$ cat config.mk
export PLATFORM = sky130hd
export DESIGN_NAME = debug_program_loader_flat
export DESIGN_NICKNAME = d
export VERILOG_FILES = /design/src/rtl/debug_program_loader_if.sv /design/src/rtl/debug_program_loader.sv /design/src/flat_wrapper.sv
export SDC_FILE = /design/constraint.sdc
export NUM_CORES = 1
export LEC_CHECK = 0
export ABC_CLOCK_PERIOD_IN_PS = 1700
export CAP_MARGIN = 5
export CORE_ASPECT_RATIO = 1.2
export CORE_MARGIN = 2
export CORE_UTILIZATION = 45
export DETAILED_ROUTE_END_ITERATION = 10
export GPL_ROUTABILITY_DRIVEN = 0
export PLACE_DENSITY = 0.72
export SLEW_MARGIN = 10
export SYNTH_ARGS = -nofsm -noshare
export SYNTH_HDL_FRONTEND = slang
export SYNTH_SLANG_ARGS = --single-unit
$ cat constraint.sdc
create_clock -name i_clk -period 1.7 [get_ports i_clk]
set_input_delay 0.255 -clock i_clk [delete_from_list [all_inputs] [get_ports i_clk]]
set_output_delay 0.255 -clock i_clk [all_outputs]
set_load 0.1 [all_outputs]
$ cat src/rtl/debug_program_loader_if.sv
// debug_program_loader_if: UART receive byte stream plus fetch-stage debug port.
// The loader drives the debug side as master; the UART/fetch side attaches as slave.
interface debug_program_loader_if #(
   parameter int NB_BITS = 32,
   parameter int NB_ADDR = 10
);
   logic [7:0]         i_rx_data;
   logic               i_rx_valid;
   logic [NB_BITS-1:0] o_data_debug;
   logic [NB_ADDR-1:0] o_addr_debug;
   logic               o_wren_debug;
   logic               o_debug;
   logic               o_step;
   logic               o_load_done;
   logic [NB_ADDR:0]   o_word_count;
   logic               o_error;
   modport master (
      input  i_rx_data, i_rx_valid,
      output o_data_debug, o_addr_debug, o_wren_debug, o_debug, o_step,
             o_load_done, o_word_count, o_error
   );
   modport slave (
      output i_rx_data, i_rx_valid,
      input  o_data_debug, o_addr_debug, o_wren_debug, o_debug, o_step,
             o_load_done, o_word_count, o_error
   );
endinterface

$ cat src/rtl/debug_program_loader.sv
// debug_program_loader: assembles UART bytes into instruction words, writes them to fetch memory, then runs or single-steps.
// Defining LOADER_TIMEOUT_EN adds an inter-byte load timeout that aborts the load and pulses o_error.
module debug_program_loader #(
   parameter int                 NB_BITS   = 32,
   parameter int                 NB_ADDR   = 10,
   parameter logic [NB_BITS-1:0] END_WORD  = {NB_BITS{1'b1}},
   parameter int                 STEP_HOLD = 2
`ifdef LOADER_TIMEOUT_EN
   , parameter int               TIMEOUT_CYCLES = 1_000_000
`endif
) (
   input logic                    i_clk,
   input logic                    i_rst,
   debug_program_loader_if.master bus
);
   localparam int NB_BYTES = NB_BITS / 8;
   localparam int NB_BCNT  = $clog2(NB_BYTES + 1);
   localparam int NB_HOLD  = $clog2(STEP_HOLD + 1);
   localparam logic [7:0] CMD_L = 8'h4C, CMD_R = 8'h52, CMD_S = 8'h53, CMD_N = 8'h4E, CMD_E = 8'h45;

   typedef enum logic [2:0] {IDLE, LOAD, WRITE, RUN, STEP} state_t;

   state_t             r_state, w_next, w_idle_cmd;
   logic [NB_BITS-1:0] r_word, r_data_debug, w_word;
   logic [NB_ADDR-1:0] r_addr, r_addr_debug;
   logic [NB_ADDR:0]   r_word_count;
   logic [NB_BCNT-1:0] r_bcnt;
   logic [NB_HOLD-1:0] r_hold;
   logic               r_wren, r_load_done, r_step;
   logic               w_rx, w_loading, w_last, w_start, w_timeout;
   logic [7:0]         w_byte;

   assign w_rx      = bus.i_rx_valid;
   assign w_byte    = bus.i_rx_data;
   assign w_word    = NB_BITS'({r_word, w_byte});
   // A WRITE that does not end the load keeps collecting the next word's bytes.
   assign w_loading = r_state == LOAD || (r_state == WRITE && !r_load_done);
   assign w_last    = w_loading && w_rx && r_bcnt == NB_BCNT'(NB_BYTES - 1);
   assign w_start   = (r_state == IDLE || (r_state == WRITE && r_load_done)) && w_next == LOAD;
   assign w_idle_cmd = !w_rx            ? IDLE :
                       w_byte == CMD_L  ? LOAD :
                       w_byte == CMD_R  ? RUN  :
                       w_byte == CMD_S  ? STEP : IDLE;

   always_ff @(posedge i_clk)
      if (i_rst) r_state <= IDLE;
      else       r_state <= w_next;

   always_comb begin
      w_next = r_state;
      unique case (r_state)
         IDLE:  w_next = w_idle_cmd;
         LOAD:  w_next = w_timeout ? IDLE : w_last ? WRITE : LOAD;
         WRITE: w_next = r_load_done ? w_idle_cmd : w_last ? WRITE : LOAD;
         RUN:   w_next = (w_rx && w_byte == CMD_S) ? STEP : (w_rx && w_byte == CMD_E) ? IDLE : RUN;
         STEP:  w_next = (w_rx && w_byte == CMD_R) ? RUN : (w_rx && w_byte == CMD_E) ? IDLE : STEP;
         default: w_next = IDLE;
      endcase
   end

   always_ff @(posedge i_clk) begin
      if (i_rst) begin
         r_word       <= '0;
         r_data_debug <= '0;
         r_addr       <= '0;
         r_addr_debug <= '0;
         r_word_count <= '0;
         r_bcnt       <= '0;
         r_wren       <= 1'b0;
         r_load_done  <= 1'b0;
      end else begin
         r_wren      <= 1'b0;
         r_load_done <= 1'b0;
         if (w_start) begin
            r_addr       <= '0;
            r_bcnt       <= '0;
            r_word_count <= '0;
         end else if (w_loading && w_rx) begin
            r_word <= w_word;
            r_bcnt <= w_last ? '0 : r_bcnt + 1'b1;
            // Strobe, address and data are registered together so they are stable for the whole write cycle.
            if (w_last && w_word == END_WORD) begin
               r_load_done <= 1'b1;
            end else if (w_last) begin
               r_wren       <= 1'b1;
               r_load_done  <= &r_addr;
               r_data_debug <= w_word;
               r_addr_debug <= r_addr;
               r_addr       <= r_addr + 1'b1;
               r_word_count <= r_word_count + {{NB_ADDR{1'b0}}, !r_word_count[NB_ADDR]};
            end
         end
      end
   end

   always_ff @(posedge i_clk) begin
      if (i_rst) begin
         r_step <= 1'b0;
         r_hold <= '0;
      end else if (w_next != STEP) begin
         r_step <= 1'b0;
      end else if (r_step) begin
         r_step <= r_hold != '0;
         r_hold <= r_hold - (r_hold != '0 ? 1'b1 : 1'b0);
      end else if (r_state == STEP && w_rx && w_byte == CMD_N) begin
         r_step <= 1'b1;
         r_hold <= NB_HOLD'(STEP_HOLD - 1);
      end
   end

`ifdef LOADER_TIMEOUT_EN
   localparam int NB_TMO = $clog2(TIMEOUT_CYCLES + 1);
   logic [NB_TMO-1:0] r_tmo;
   logic              r_error;
   always_ff @(posedge i_clk) begin
      if (i_rst) begin
         r_tmo   <= '0;
         r_error <= 1'b0;
      end else begin
         r_tmo   <= (!w_loading || w_rx) ? '0 : r_tmo + 1'b1;
         r_error <= w_timeout;
      end
   end
   assign w_timeout   = r_state == LOAD && !w_rx && r_tmo == NB_TMO'(TIMEOUT_CYCLES - 1);
   assign bus.o_error = r_error;
`else
   assign w_timeout   = 1'b0;
   assign bus.o_error = 1'b0;
`endif

   assign bus.o_data_debug = r_data_debug;
   assign bus.o_addr_debug = r_addr_debug;
   assign bus.o_wren_debug = r_wren;
   assign bus.o_debug      = r_state != RUN;
   assign bus.o_step       = r_step;
   assign bus.o_load_done  = r_load_done;
   assign bus.o_word_count = r_word_count;
endmodule

$ cat src/flat_wrapper.sv
// flat-port wrapper written by rule: the top's interface ports become plain ports
module debug_program_loader_flat 
#(
   parameter int                 NB_BITS   = 32,
   parameter int                 NB_ADDR   = 10,
   parameter logic [NB_BITS-1:0] END_WORD  = {NB_BITS{1'b1}},
   parameter int                 STEP_HOLD = 2

)
  (i_clk, i_rst, bus_i_rx_data, bus_i_rx_valid, bus_o_data_debug, bus_o_addr_debug, bus_o_wren_debug, bus_o_debug, bus_o_step, bus_o_load_done, bus_o_word_count, bus_o_error);
  debug_program_loader_if #(.NB_BITS(NB_BITS), .NB_ADDR(NB_ADDR)) bus_i ();
  input logic i_clk;
  input logic i_rst;
  input wire logic [$bits(bus_i.i_rx_data)-1:0] bus_i_rx_data;
  input wire logic [$bits(bus_i.i_rx_valid)-1:0] bus_i_rx_valid;
  output wire logic [$bits(bus_i.o_data_debug)-1:0] bus_o_data_debug;
  output wire logic [$bits(bus_i.o_addr_debug)-1:0] bus_o_addr_debug;
  output wire logic [$bits(bus_i.o_wren_debug)-1:0] bus_o_wren_debug;
  output wire logic [$bits(bus_i.o_debug)-1:0] bus_o_debug;
  output wire logic [$bits(bus_i.o_step)-1:0] bus_o_step;
  output wire logic [$bits(bus_i.o_load_done)-1:0] bus_o_load_done;
  output wire logic [$bits(bus_i.o_word_count)-1:0] bus_o_word_count;
  output wire logic [$bits(bus_i.o_error)-1:0] bus_o_error;
  assign bus_i.i_rx_data = bus_i_rx_data;
  assign bus_i.i_rx_valid = bus_i_rx_valid;
  assign bus_o_data_debug = bus_i.o_data_debug;
  assign bus_o_addr_debug = bus_i.o_addr_debug;
  assign bus_o_wren_debug = bus_i.o_wren_debug;
  assign bus_o_debug = bus_i.o_debug;
  assign bus_o_step = bus_i.o_step;
  assign bus_o_load_done = bus_i.o_load_done;
  assign bus_o_word_count = bus_i.o_word_count;
  assign bus_o_error = bus_i.o_error;
  debug_program_loader #(.NB_BITS(NB_BITS), .NB_ADDR(NB_ADDR), .END_WORD(END_WORD), .STEP_HOLD(STEP_HOLD)) u_core (.i_clk(i_clk), .i_rst(i_rst), .bus(bus_i));
endmodule
==> run_results.csv, run 1 <==
group,metric,value,unit
critical_path,arrival,2.24,ns
die,start_util,46.27,%
drt,ant_nets,0,
sta,timing.final.crit_share,116.2,%
power,p_leak,0.002741,uW
flow_run,maxCapViolCount,0,
sta,tns,-8.419,ns
clock_network,clk_latency,0.37,ns
die,die_y,106.8,um
drt,detail_route.iter0.violations,307,
place,placed_cells,675,
die,die_w,89.66,um
clock_network,htreeDepth,3,
sta,fin_skew,0.01832,ns
global_routing,grt_pass1_vias,3711,
synthesis,synth_fp_nets,477,
critical_path,crit_fanout,6,
sta,setup_viol,89,
sta,finalHoldViolations,0,
global_routing,grt_max_degree,44,
place,preCtsSetupSlack,-0.6395,ns
clock_network,cts_buffer_depth,2,
synthesis,synth-seq-cells,98,
global_routing,antenna_found_initial,0,
sta,rsz0062_at_grt,"yes",
place,hpwl,6.850,mm
global_routing,top_usage_layer,"met2",
clock_network,clock-sinks,98,
layout,synthToLayoutAreaGrowth,75.12,%
hold_path,hold_depth,3,
synthesis,yosys.area_share.adder,1.263,%
sta,drv_slew,0,
hold_path,hold_class,"primary input to flip-flop",
layout,fillCellCount,444,
clock_network,clkTransAtPathRegs,0.10,ns
synthesis,synth.distinct_cells,46,
die,rows,37,
die,pin_count,69,
synthesis,ys_seq_area_share,49.51,%
sta,period_needed,1.976,ns
synthesis,synth_edf_count,0,
power,ir_worst_vdd,496.0,uV
drt,drc,0,
layout,fin_area,6939,um^2
critical_path,critical_path_class,"flip-flop to flip-flop",
critical_path,cp-end-kind,"flip-flop",
global_routing,grt.met2_usage,37.66,%
critical_path,start_kind,"flip-flop",
clock_network,cts_hold_buf,0,
critical_path,r2r_start,"u_core.r_state[1]",
global_routing,grt.overflow.total,0,
global_routing,met3_usage,4.465,%
clock_network,cts-root-buf,"clkbuf_8",
drt,vias,4096,
sta,max_freq,0.5061,GHz
layout,antennaDiodeCount,0,
outcome,violations,"negative setup slack",
synthesis,ys_warn_count,0,
drt,wl,13.56,mm
global_routing,use_met1,26.12,%
synthesis,synth.most_common_cell,"dfxtp_1",
place,io_buffers,67,
drt,viasPerCell,5.753,
drt,wl_per_cell,19.04,um
sta,setup_slack,-0.2758,ns
synthesis,synth-xor-area-share,2.873,%
layout,layout-drive-gt1-share,48.24,%
place,place_area,5774,um^2
die,core_area,8564,um^2
hold_path,worstHoldStart,"bus_i_rx_data[3]",
layout,final_nets,607,
synthesis,syn_area,3963,um^2
synthesis,synth_compound_area_share,9.694,%
clock_network,cts_buffers,9,
global_routing,track_usage,21.72,%
critical_path,crit_start,"u_core.r_state[1]",
critical_path,r2r_cells,9,
power,power,3899,uW
synthesis,yosys.area_share.simple,25.42,%
power,powerDensity,561.8,nW/um^2
outcome,status,"complete, but fails checks",
synthesis,synth_commonest_cells,"dfxtp_1 (98), nor2_1 (58), a21oi_1 (53), nand2_1 (52), nand3_1 (52)",
global_routing,grt_pass1_wl,16.62,mm
synthesis,synth_top_area_share,49.51,%
clock_network,tritoncts,"yes",
synthesis,yosysTopAreaCell,"dfxtp_1",
synthesis,muxShareOfSynthArea,7.105,%
synthesis,synth_top_family_by_area,"simple AND/OR/NAND/NOR gates",
die,fp.dieArea,9575,um^2
layout,fin_cells,712,
synthesis,ys_async_sr_fraction,0,%
synthesis,synth_area_leaders,"dfxtp_1 (50%), mux2i_1 (6.8%), a21oi_1 (6.7%), nand3_1 (6.6%), nor2_1 (5.5%)",
synthesis,post_synth.cell_area_avg,8.577,um^2
synthesis,synth_cells,462,
drt,first_pass_iters,8,
critical_path,cp.required,1.97,ns
synthesis,yosys_most_used_dff,"dfxtp_1",
[what timing repair did]
item | CTS | global route
cloned | 1 | 10
pin swaps | 16 | 85
buffers inserted | 4 | 8
gates resized for setup | 29 | 152
endpoints found under the setup margin | 66 | 70
[sequential cells by signal, summed over array words and instances, names as in the netlist]
signal,cells
u_core.r_state,3
u_core.bus.o_load_done,1
u_core.bus.o_step,1
u_core.r_addr,10
u_core.bus.o_data_debug,32
u_core.bus.o_addr_debug,10
u_core.r_bcnt,3
u_core.r_hold,2
u_core.bus.o_word_count,11
u_core.r_word,24
u_core.bus.o_wren_debug,1
[logic make-up (layout without fill, tap and decap cells)]
family | count (synthesis) | count (layout)
xor+xnor | 13 | 13
fa+ha+maj | 4 | 4
buf+inv | 36 | 168
other cells | 1 | 1
mux | 28 | 28
flops | 98 | 98
compound gates | 70 | 70
simple gates | 212 | 213
[critical path, stage by stage, from the launching register on]
cell	delay (ns)
dfxtp_2	0.41
and2b_1	0.19
a22o_1	0.19
and3_4	0.26
buf_4	0.14
buf_12	0.13
buf_12	0.12
nand4_1	0.14
xor2_1	0.22
nor2_1	0.05
[cell usage in the layout (no fill, tap or decap), types with 3 or more instances in the layout]
cell	synthesis	layout
a21oi_1	53	14
buf_12	0	65
ha_1	4	4
nand2b_1	3	3
nand2_1	52	13
and2_1	3	3
dfxtp_4	0	5
nand2_2	0	6
and3_1	6	5
or3_1	3	3
nor3_2	0	3
nand3_2	0	13
nand2_4	0	32
dfxtp_1	98	79
buf_4	2	52
buf_6	1	11
buf_2	8	3
mux2i_1	27	27
a21oi_2	0	39
dfxtp_2	0	14
dlymetal6s2s_1	0	3
xor2_1	13	13
clkbuf_8	0	10
nand4_1	15	15
clkbuf_16	0	10
o21ai_0	7	6
nor2_1	58	56
nand3_1	52	39
inv_1	5	5
[routing by layer]
layer / vias to the layer above / share of wire [%]
met3: 52 / 5.4
li1: 1850 / -
met2: 193 / 53
met4: 0 / 4.3
met1: 2001 / 37
met5: - / 0
[worst paths after layout]
path / slack [ns] / to
max: -0.28 / u_core.r_addr[4]
min: 0.20 / u_core.bus.o_data_debug[3]
min reg2reg: 0.47 / u_core.r_hold[1]
max reg2reg: -0.28 / u_core.r_addr[4]
[power by group]
part | leakage [uW] | total [uW] | internal [uW] | switching [uW]
sequential | 0.000800 | 2290 | 2290 | 0.684
combinational | 0.00185 | 151 | 52.0 | 99.2
clock | 0.0000928 | 1460 | 649 | 812
total | 0.00274 | 3900 | 2990 | 912
[layout make-up]
type / instances / area (um^2) / area share (%)
clock inverter: 3 / 21.27 / 0.3065
timing repair buffer: 149 / 2163 / 31.18
inverter: 5 / 18.77 / 0.2705
tap: 117 / 146.4 / 2.110
multi-input combinational: 329 / 2429 / 35.00
sequential: 98 / 1998 / 28.80
clock buffer: 11 / 162.7 / 2.344
[per-stage QoR]
stage / utilization [%] / hold WS [ns]
6_report: 81.02 / 0.2049
5_1_grt: 81.02 / 0.2241
4_1_cts: 70.96 / 0.1853
3_5_place_dp: 67.42 / 0.4500
3_3_place_gp: 67.42 / 0.4353
2_1_floorplan: - / 0.3989
Power figures use the tool's default switching activity.
==> run 2, diff against run 1 <==
--- a/config.mk
+++ b/config.mk
@@ -8,7 +8,6 @@
 export ABC_CLOCK_PERIOD_IN_PS = 1700
 export CAP_MARGIN = 5
 export CORE_ASPECT_RATIO = 1.2
-export CORE_MARGIN = 2
 export CORE_UTILIZATION = 45
 export DETAILED_ROUTE_END_ITERATION = 10
 export GPL_ROUTABILITY_DRIVEN = 0
==> run 2 against run 1 <==
Sequential share of layout area grew 3.1 points. Critical path type unchanged. Clock skew is 0.0099 ns lower. Flip-flop and latch count did not move. Cell area fell by 9.7%. The flow still finishes with violations (negative setup slack). Routed wire length down 19%. Sequential power hardly changed. Clock power grew 3%. Hold slack worse by 0.027 ns. Combinational power fell by 9%.
==> run_results.csv, run 2 (synthesized netlist as in run 1, its figures left out) <==
group,metric,value,unit
sta,period_needed,1.780,ns
critical_path,critical_path_class,"flip-flop to flip-flop",
layout,final_nets,595,
critical_path,crit_fanout,7,
die,start_util,46.27,%
drt,detail_route.iter0.violations,215,
die,core_area,8564,um^2
drt,drc,0,
drt,viasPerCell,5.412,
die,die_w,87.66,um
hold_path,hold_class,"primary input to flip-flop",
global_routing,track_usage,23.20,%
sta,worstMarginPinSlew,0.5451,ns
global_routing,grt_pass1_vias,3655,
clock_network,clock-sinks,98,
sta,slew_headroom,63.66,%
sta,max_freq,0.5617,GHz
global_routing,grt.overflow.total,0,
critical_path,rrSetupSlack,-0.08,ns
critical_path,crit_chain,"and2b_1 > a22o_1 > and3_4 > buf_12 > nand2_8 > or4_4 > a21oi_2",
sta,drv_slew,0,
clock_network,tritoncts,"yes",
sta,finalHoldViolations,0,
power,p_leak,0.002538,uW
layout,synthToLayoutAreaGrowth,58.07,%
clock_network,cts_buffers,9,
drt,vias,3799,
sta,whs,0.1779,ns
clock_network,clkTransAtPathRegs,0.09,ns
layout,fillCellCount,576,
place,hpwl,6.849,mm
layout,largest_register_ffs,32,
place,io_buffers,67,
sta,setup_slack,-0.08047,ns
sta,setup_viol,11,
place,preCtsSetupSlack,-0.5565,ns
flow_run,maxCapViolCount,0,
critical_path,cp.required,2.00,ns
clock_network,clk_latency,0.37,ns
die,rows,37,
drt,first_pass_iters,6,
layout,layout_commonest_cell,"dfxtp_1",
sta,timing.final.crit_share,104.7,%
sta,rsz0062_at_grt,"yes",
layout,antennaDiodeCount,0,
power,ir_worst_vdd,451.3,uV
critical_path,arrival,2.08,ns
outcome,status,"complete, but fails checks",
critical_path,slowest_delay,0.42,ns
clock_network,htreeDepth,3,
power,powerDensity,626.6,nW/um^2
clock_network,cts_buffer_depth,2,
layout,layout_common_cells,"dfxtp_1 (80), buf_12 (61), buf_4 (56)",
die,pin_count,69,
drt,ant_nets,0,
die,fp.dieArea,9186,um^2
global_routing,grt_pass1_wl,16.97,mm
clock_network,cts_hold_buf,0,
drt,wl_per_cell,15.63,um
critical_path,start_kind,"flip-flop",
global_routing,grt_max_degree,55,
outcome,violations,"negative setup slack",
critical_path,cp-end-kind,"flip-flop",
die,die_y,104.8,um
drt,wl,10.97,mm
sta,fin_skew,0.008415,ns
layout,layout-drive-gt1-share,33.50,%
clock_network,cts-root-buf,"clkbuf_8",
global_routing,antenna_found_initial,0,
critical_path,crit_path_top_delay_cell,"or4_4",
layout,fin_util,73.13,%
==> run 2: cell count changes in the layout (fill, tap and decap cells not counted), sizes merged <==
cell           delta
buf               -8
clkbuf            -5
clkinv            +2
bufinv            +1
clkdlybuf4s50     -2
dlygate4sd2       +2
==> run 2: per-stage QoR <==
step / power (uW) / instance area [um^2] / setup TNS [ns] / std cells
floorplan: 2399 / 4093 / -4.069 / 462
global placement: 2468 / 5692 / -32.60 / 669
detailed placement: 2470 / 5692 / -34.67 / 669
CTS: 3913 / 6011 / -0.02741 / 692
global route: 4041 / 6264 / -3.455 / 702
finish: 3925 / 6264 / -0.3746 / 702
==> run 2: layout make-up <==
type | instances | area [um^2] | share of cell area [%]
tap | 117 | 146.4 | 2.337
timing repair buffer | 137 | 1884 | 30.08
sequential | 98 | 1997 | 31.88
clock inverter | 6 | 65.06 | 1.039
multi-input combinational | 329 | 2024 | 32.32
inverter | 5 | 18.77 | 0.2996
clock buffer | 10 | 127.6 | 2.038
==> run 2: final timing paths <==
path	cells after the start	endpoint	startpoint
min reg2reg	2	u_core.r_hold[1]	u_core.r_hold[1]
max reg2reg	7	u_core.bus.o_word_count[5]	u_core.r_state[1]
min	3	u_core.bus.o_data_debug[7]	bus_i_rx_data[7]
max	7	u_core.bus.o_word_count[5]	u_core.r_state[1]
==> run 2: power breakdown <==
part | internal [uW] | switching [uW]
Clock | 684 | 817
Combinational | 50.9 | 85.6
Sequential | 2290 | 1.04
Total | 3020 | 904
==> run 2: worst max-delay path: cells and delay by family, from the launching register on <==
family                 cells  cell delay [ns]
and+or+nand+nor            4             0.90
AOI/OAI and AO/OA          2             0.29
DFF                        1             0.39
buffers and inverters      1             0.12
==> run 2: repair_timing <==
item / CTS / global route
endpoints found under the setup margin: 72 / 77
resized for setup: 24 / 38
buffers inserted: 6 / 7
gates cloned: 1 / 3
pin swaps: 13 / 13
==> run 2: per-layer routing <==
layer | wire [um] | vias to the layer above | share of wire (%) | global-route usage [%]
met5 | 0 | - | 0 | 0
met4 | 251 | 0 | 2.3 | 11.01
met3 | 452 | 20 | 4.1 | 3.476
met2 | 5822 | 117 | 53 | 39.34
met1 | 4444 | 1833 | 41 | 28.31
li1 | - | 1829 | - | -
==> run 3, diff against run 2 <==
--- a/config.mk
+++ b/config.mk
@@ -12,7 +12,6 @@
 export DETAILED_ROUTE_END_ITERATION = 10
 export GPL_ROUTABILITY_DRIVEN = 0
 export PLACE_DENSITY = 0.72
-export SLEW_MARGIN = 10
 export SYNTH_ARGS = -nofsm -noshare
 export SYNTH_HDL_FRONTEND = slang
 export SYNTH_SLANG_ARGS = --single-unit
==> results of run 3 <==
Same layout as run 2: the final DEF is identical, and so are final timing and power.
